### config.mk
export PLATFORM = sky130hd
export DESIGN_NAME = piso_shift_register
export DESIGN_NICKNAME = d
export VERILOG_FILES = /design/src/rtl/piso_shift_register.sv
export SDC_FILE = /design/constraint.sdc
export NUM_CORES = 1
export LEC_CHECK = 0
export ABC_AREA = 1
export BUFFER_PORTS_ARGS = -buffer_cell sky130_fd_sc_hd__buf_2
export CAP_MARGIN = 10
export CORE_AREA = 2 2 66 83
export DETAILED_ROUTE_END_ITERATION = 16
export DIE_AREA = 0 0 68 85
export GPL_TIMING_DRIVEN = 0
export HOLD_SLACK_MARGIN = 0.05
export PLACE_DENSITY = 0.75
export SLEW_MARGIN = 40
export SYNTH_ARGS = -nofsm -noshare
export SYNTH_HDL_FRONTEND = slang
export SYNTH_SLANG_ARGS = --single-unit
### constraint.sdc
create_clock -name i_Clk -period 1.3 [get_ports i_Clk]
set_input_delay 0.065 -clock i_Clk [delete_from_list [all_inputs] [get_ports i_Clk]]
set_output_delay 0.065 -clock i_Clk [all_outputs]
set_load 0.05 [all_outputs]
### src/rtl/piso_shift_register.sv
// Parallel-in, serial-out unloader with valid/ready handshakes on both sides.
// Ports: i_Clk, i_Rst (async, active low), i_D/i_Load/o_Ready (word in),
// i_Clear (sync abort), o_Serial/o_Serial_Valid/i_Serial_Ready (bit out),
// o_Count (bits left incl. current), o_Done (pulse after last bit).
module piso_shift_register #(
    parameter int unsigned         p_WIDTH         = 32,
    parameter logic [p_WIDTH-1:0]  p_INITIAL_VALUE = '0,
    parameter bit                  p_MSB_FIRST     = 1'b1
) (
    input  logic                           i_Clk,
    input  logic                           i_Rst,
    input  logic [p_WIDTH-1:0]             i_D,
    input  logic                           i_Load,
    output logic                           o_Ready,
    input  logic                           i_Clear,
    output logic                           o_Serial,
    output logic                           o_Serial_Valid,
    input  logic                           i_Serial_Ready,
    output logic [$clog2(p_WIDTH+1)-1:0]   o_Count,
    output logic                           o_Done
);

    localparam int unsigned     CW   = $clog2(p_WIDTH + 1);
    localparam logic [CW-1:0]   FULL = CW'(p_WIDTH);
    localparam logic [CW-1:0]   ONE  = CW'(1);

    typedef enum logic [1:0] {
        S_IDLE,
        S_SHIFT,
        S_DONE
    } state_t;

    state_t             state;
    logic [p_WIDTH-1:0] sreg;
    logic [CW-1:0]      count;
    logic               serial_q;
    logic               valid_q;
    logic               ready_q;
    logic               done_q;

    logic [p_WIDTH-1:0] shifted;
    logic               next_bit;
    logic               load_bit;

    // The outgoing bit is kept in its own flop so o_Serial never depends
    // on anything but registered state; the next bit is precomputed here.
    always_comb begin
        shifted  = '0;
        next_bit = 1'b0;
        load_bit = 1'b0;
        if (p_MSB_FIRST) begin
            shifted  = {sreg[p_WIDTH-2:0], 1'b0};
            next_bit = shifted[p_WIDTH-1];
            load_bit = i_D[p_WIDTH-1];
        end else begin
            shifted  = {1'b0, sreg[p_WIDTH-1:1]};
            next_bit = shifted[0];
            load_bit = i_D[0];
        end
    end

    always_ff @(posedge i_Clk or negedge i_Rst) begin
        if (!i_Rst) begin
            state    <= S_IDLE;
            sreg     <= p_INITIAL_VALUE;
            count    <= '0;
            serial_q <= 1'b0;
            valid_q  <= 1'b0;
            ready_q  <= 1'b1;
            done_q   <= 1'b0;
        end else if (i_Clear) begin
            // Abort: shift contents are left as they are.
            state    <= S_IDLE;
            count    <= '0;
            serial_q <= 1'b0;
            valid_q  <= 1'b0;
            ready_q  <= 1'b1;
            done_q   <= 1'b0;
        end else begin
            unique case (state)
                S_IDLE: begin
                    done_q <= 1'b0;
                    if (i_Load) begin
                        state    <= S_SHIFT;
                        sreg     <= i_D;
                        count    <= FULL;
                        serial_q <= load_bit;
                        valid_q  <= 1'b1;
                        ready_q  <= 1'b0;
                    end
                end
                S_SHIFT: begin
                    if (i_Serial_Ready) begin
                        if (count == ONE) begin
                            state    <= S_DONE;
                            count    <= '0;
                            serial_q <= 1'b0;
                            valid_q  <= 1'b0;
                            done_q   <= 1'b1;
                        end else begin
                            sreg     <= shifted;
                            count    <= count - ONE;
                            serial_q <= next_bit;
                        end
                    end
                end
                S_DONE: begin
                    state   <= S_IDLE;
                    done_q  <= 1'b0;
                    ready_q <= 1'b1;
                end
                default: begin
                    state    <= S_IDLE;
                    count    <= '0;
                    serial_q <= 1'b0;
                    valid_q  <= 1'b0;
                    ready_q  <= 1'b1;
                    done_q   <= 1'b0;
                end
            endcase
        end
    end

    assign o_Ready        = ready_q;
    assign o_Serial       = serial_q;
    assign o_Serial_Valid = valid_q;
    assign o_Count        = count;
    assign o_Done         = done_q;

endmodule

# Yosys cells after proc, flatten, opt, wreduce, memory -nomap -nowiden
# Cells that the tools add are included.
[word_totals]
output_inout_bits = 10
input_bits = 37
wordCells = 59
register_bits = 43
[classes]
n_mux = 31
n_bitwise = 1
n_addsub = 1
eq_ne = 11
n_reduce_logical = 8
[op_table]
columns = ["cell", "n"]
rows = [
  ["$mux 31", 3],
  ["$pmux 31 s2", 1],
  ["$mux 6", 4],
  ["$pmux 6 s3", 1],
  ["$mux 1", 14],
  ["$ne 2x2->1 const B", 5],
  ["$ne 3x3->1 const B", 3],
  ["$mux 2", 4],
  ["$eq 6x1->1 const B", 1],
  ["$pmux 1 s3", 2],
  ["$reduce_and 3->1", 2],
  ["$sub 6x1->6 const B", 1],
  ["$reduce_and 5->1", 1],
  ["$pmux 2 s2", 1],
  ["$reduce_and 2->1", 2],
  ["$reduce_and 4->1", 1],
  ["$eq 2x1->1 const B", 1],
  ["$eq 2x2->1 const B", 1],
  ["$logic_not 2->1", 1],
  ["$pmux 1 s2", 1],
  ["$reduce_bool 2->1", 1],
  ["$not 1->1", 1],
]

# Depth between registers and ports, before layout
[depth]
depth_word = 5
mapped_depth = 9
depth_no_buf = 9

# Worst setup path after synthesis
# No wires, ideal clock.
[synth_timing]
path_type = "reg-to-reg"
from = "register count[1], in the netlist o_Count[1]"
to = "register sreg[26]"
synth_period_minus_slack_ps = 1697
n_path_buf = 1
path_stages_with_launch = 10
slack_ps = -397
arrival_time_ps = 1570
path_cell_list = "dfrtp_1 -> inv_1 -> ha_1 -> nand3_2 -> nand2_1 -> nand2_1 -> nand2_4 -> buf_6 -> nand2_1 -> o21ai_0"
[synth_between]
elab_chain_len = 3
[synth_rtl]
columns = ["element", "line_no", "rtl"]
rows = [
  ["start, declared", "35", "logic [CW-1:0] count;"],
  ["start signal, assigned", "102", "count <= count - ONE;"],
  ["$eq 6x1->1", "94", "if (count == ONE) begin"],
  ["$ne 2x2->1 (no line)", "n/a", ""],
  ["$reduce_and 5->1 (no line)", "n/a", ""],
  ["end signal, assigned", "65", "sreg <= p_INITIAL_VALUE;"],
  ["end signal, assigned", "85", "sreg <= i_D;"],
  ["end signal, assigned", "101", "sreg <= shifted;"],
  ["end, declared", "34", "logic [p_WIDTH-1:0] sreg;"],
]
# Every way passes these cells.
# A chain may end at the register's enable or synchronous reset.

# Worst setup path after layout
[layout_timing]
from = "register count[1], in the netlist o_Count[1]"
to = "register sreg[20]"
# Same word-level chain as after synthesis.

==> results.yml <==
timing:
  rsz0062_at_grt: "yes"
  hold_ws_ns: 0.0512
  drv_slew: 0
  post-route-period-util: 1.12
  finalCriticalPeriod_ns: 1.45
  max_freq_ghz: 0.689
  timing.final.ws_setup_ns: -0.151
  setup_viol: 35
  final-hold-violation-count: 0
  clock_skew_ns: 0.00616
  relSlewSlack: 0.633
  tightest_slew_ns: 0.550
clock_tree:
  cts_tree: "yes"
  clock_path_buffers: 2
  root_buffer: "clkbuf_8"
  cts.clk_slew.worst_paths_ns: 0.08
  insertion_delay_ns: 0.30
  htreeDepth: 2
  cts_made_buffers: 5
  clkSinkCount: 43
global_route:
  grt_max_degree: 44
  grt_remaining_overflow: 0
  grt_pass1_wl_mm: 8.56
  grt.total_usage: 0.194
  antenna_found_initial: 0
  first_global_vias: 1854
critical_path:
  cp-start-kind: "flip-flop"
  slowest_delay_ns: 0.42
  slowest_stage: "dfrtp_2"
  worstPathArrival_ns: 1.63
  path_cells: "inv_2, ha_4, nand3_4, nand2_2, nand2_4, nand2_8, buf_12, buf_8, o21ai_1"
  path_class: "flip-flop to flip-flop"
  critPathMaxFanout: 6
  cp.required_ns: 1.48
  path_buf_inv: 3
  critPathCaptureType: "flip-flop"
  crit_family: "flip-flops"
  reg2reg_slack_ns: -0.15
layout:
  syn_to_final_growth_pct: 43.7
  finish.utilization: 0.626
  fin_cells: 380
  final_common_cell: "buf_2"
  drive_above_1_share: 0.465
  layout_common_cells: "buf_2, nand2_1, dfrtp_1, mux2i_1, o21ai_2"
  antennaDiodeCount: 0
  layout.nets: 356
synth:
  syn-cell-area_um2: 2180
  synth_nets: 270
  async_reset_ff_frac: 1.00
  synth_seq_area_share: 0.494
  ys_types: 24
  syn_inst: 231
  synth_edf_count: 0
  ys_warn_count: 0
  ys_ff_latch: 43
  synth.avg_cell_area_um2: 9.44
  synth_ff_type: "dfrtp_1"
floorplanning:
  die_w_um: 68
  core_um2: 5010
  placementRows: 29
  die_y_um: 85
  dieArea_um2: 5780
  start_util: 0.436
  ios: 47
place:
  globalplace.congestion: 0.864
  port_buffers: 46
  dp.cells: 339
  dp_hpwl_mm: 3.17
routing:
  wirelength_mm: 5.29
  first_pass_iters: 5
  drt_iter0_markers: 54
  drc: 0
  routedWlPerCell_um: 13.9
  viasPerCell: 4.93
  num_vias: 1873
  ant_nets: 0
status:
  violations: "negative setup slack"
  outcome: "complete, but fails checks"
hold_path:
  hold_path.class: "input port to flip-flop"
flow_run:
  max-cap-violations: 0
power:
  leakage_nw: 1.65
  peakVddDrop_mv: 0.899
  power.density_nw_per_um2: 1440
-- worst register-to-register path: stages, from the launching register on --
cell and delay, ns:
dfrtp_2 0.42, inv_2 0.08, ha_4 0.14, nand3_4 0.10
nand2_2 0.10, nand2_4 0.08, nand2_8 0.09, buf_12 0.13
buf_8 0.13, o21ai_1 0.08
-- power breakdown --
part           internal (mW)  leakage [nW]  total (mW)  switching (mW)
Sequential              1.68         0.531        1.94           0.258
Clock                  0.485        0.0515       0.938           0.453
Combinational          0.739          1.07        1.64           0.902
Total                   2.91          1.65        4.52            1.61
-- logic make-up (layout without fill, tap and decap cells) --
family | count (synthesis) | in the layout | share of synthesized area
AND/OR/NAND/NOR | 93 | 94 | 0.186
flip-flops | 43 | 43 | 0.494
AO/OA/AOI/OAI | 37 | 37 | 0.102
multiplexers | 30 | 30 | 0.138
buffers and inverters | 25 | 111 | 0.0654
adder cells (fa/ha/maj) | 2 | 2 | 0.0115
XOR/XNOR | 1 | 1 | 0.00402
-- final cells by class --
| type | count | area, um^2 |
|---|---|---|
| fillers | 382 | 1870 |
| multi-input cells | 164 | 1140 |
| flip-flops and latches | 43 | 1090 |
| repair buffers | 78 | 564 |
| clock buffers | 8 | 100 |
| plain buffers | 9 | 98.8 |
| well taps | 62 | 77.6 |
| inverters | 16 | 62.6 |
-- worst paths after layout --
path,end,startpoint,depth (start not counted)
min in group asynchronous,sreg[12],i_Rst,2
hold reg to reg,o_Serial_Valid,o_Serial_Valid,2
setup reg to reg,sreg[20],o_Count[1],9
setup / recovery,sreg[20],o_Count[1],9
max in group asynchronous,o_Count[5],i_Rst,2
hold / removal,sreg[29],i_D[29],3
-- per-stage QoR --
stage	worst slack [ns]	cell area [um^2]	total power [mW]	setup TNS, ns
global placement	-0.164	2520	3.13	-3.63
floorplan	-0.165	2220	2.85	-5.36
CTS	-0.104	3020	4.41	-2.71
finish	-0.151	3130	4.52	-3.88
detailed placement	-0.154	2530	3.18	-4.02
global route	-0.232	3130	4.78	-6.47
-- layer usage --
metal	part of all wire	GRT usage	vias up
li1	-	-	932
met5	0	0	-
met3	0.032	0.0398	9
met1	0.43	0.239	892
met4	0.014	0.0564	0
met2	0.53	0.336	40
-- repair_timing --
| action | 4_1_cts | 5_1_grt |
|---|---|---|
| hold buffers | 10 | 0 |
| gates resized for setup | 39 | 26 |
| pin swaps | 15 | 15 |
| setup endpoints to repair | 38 | 39 |
| cloned | 7 | 0 |
| endpoints found under the hold margin | 51 | 0 |
| buffers inserted | 12 | 5 |
-- sequential cells by signal, indices dropped and copies added (netlist names) --
signal and cells:
o_Ready 1, o_Done 1, o_Serial 1, sreg 31
state 2, o_Count 6, o_Serial_Valid 1
-- Yosys cell counts (2+ instances only) --
| cell | count | area, um^2 |
|---|---|---|
| inv_2 | 3 | 11.3 |
| o21ai_1 | 20 | 100 |
| o21ai_2 | 9 | 78.8 |
| mux2i_1 | 30 | 300 |
| inv_1 | 13 | 48.8 |
| dfrtp_1 | 42 | 1050 |
| nor2_1 | 12 | 45.0 |
| o21ai_0 | 6 | 30.0 |
| nor2_2 | 2 | 12.5 |
| buf_2 | 3 | 15.0 |
| nand3_1 | 8 | 40.0 |
| nand2_1 | 61 | 229 |
| nor3_1 | 2 | 10.0 |
| nand4_1 | 3 | 18.8 |
| buf_6 | 6 | 67.6 |
| nand2_4 | 2 | 22.5 |
| ha_1 | 2 | 25.0 |
Power figures use the tool's default switching activity.
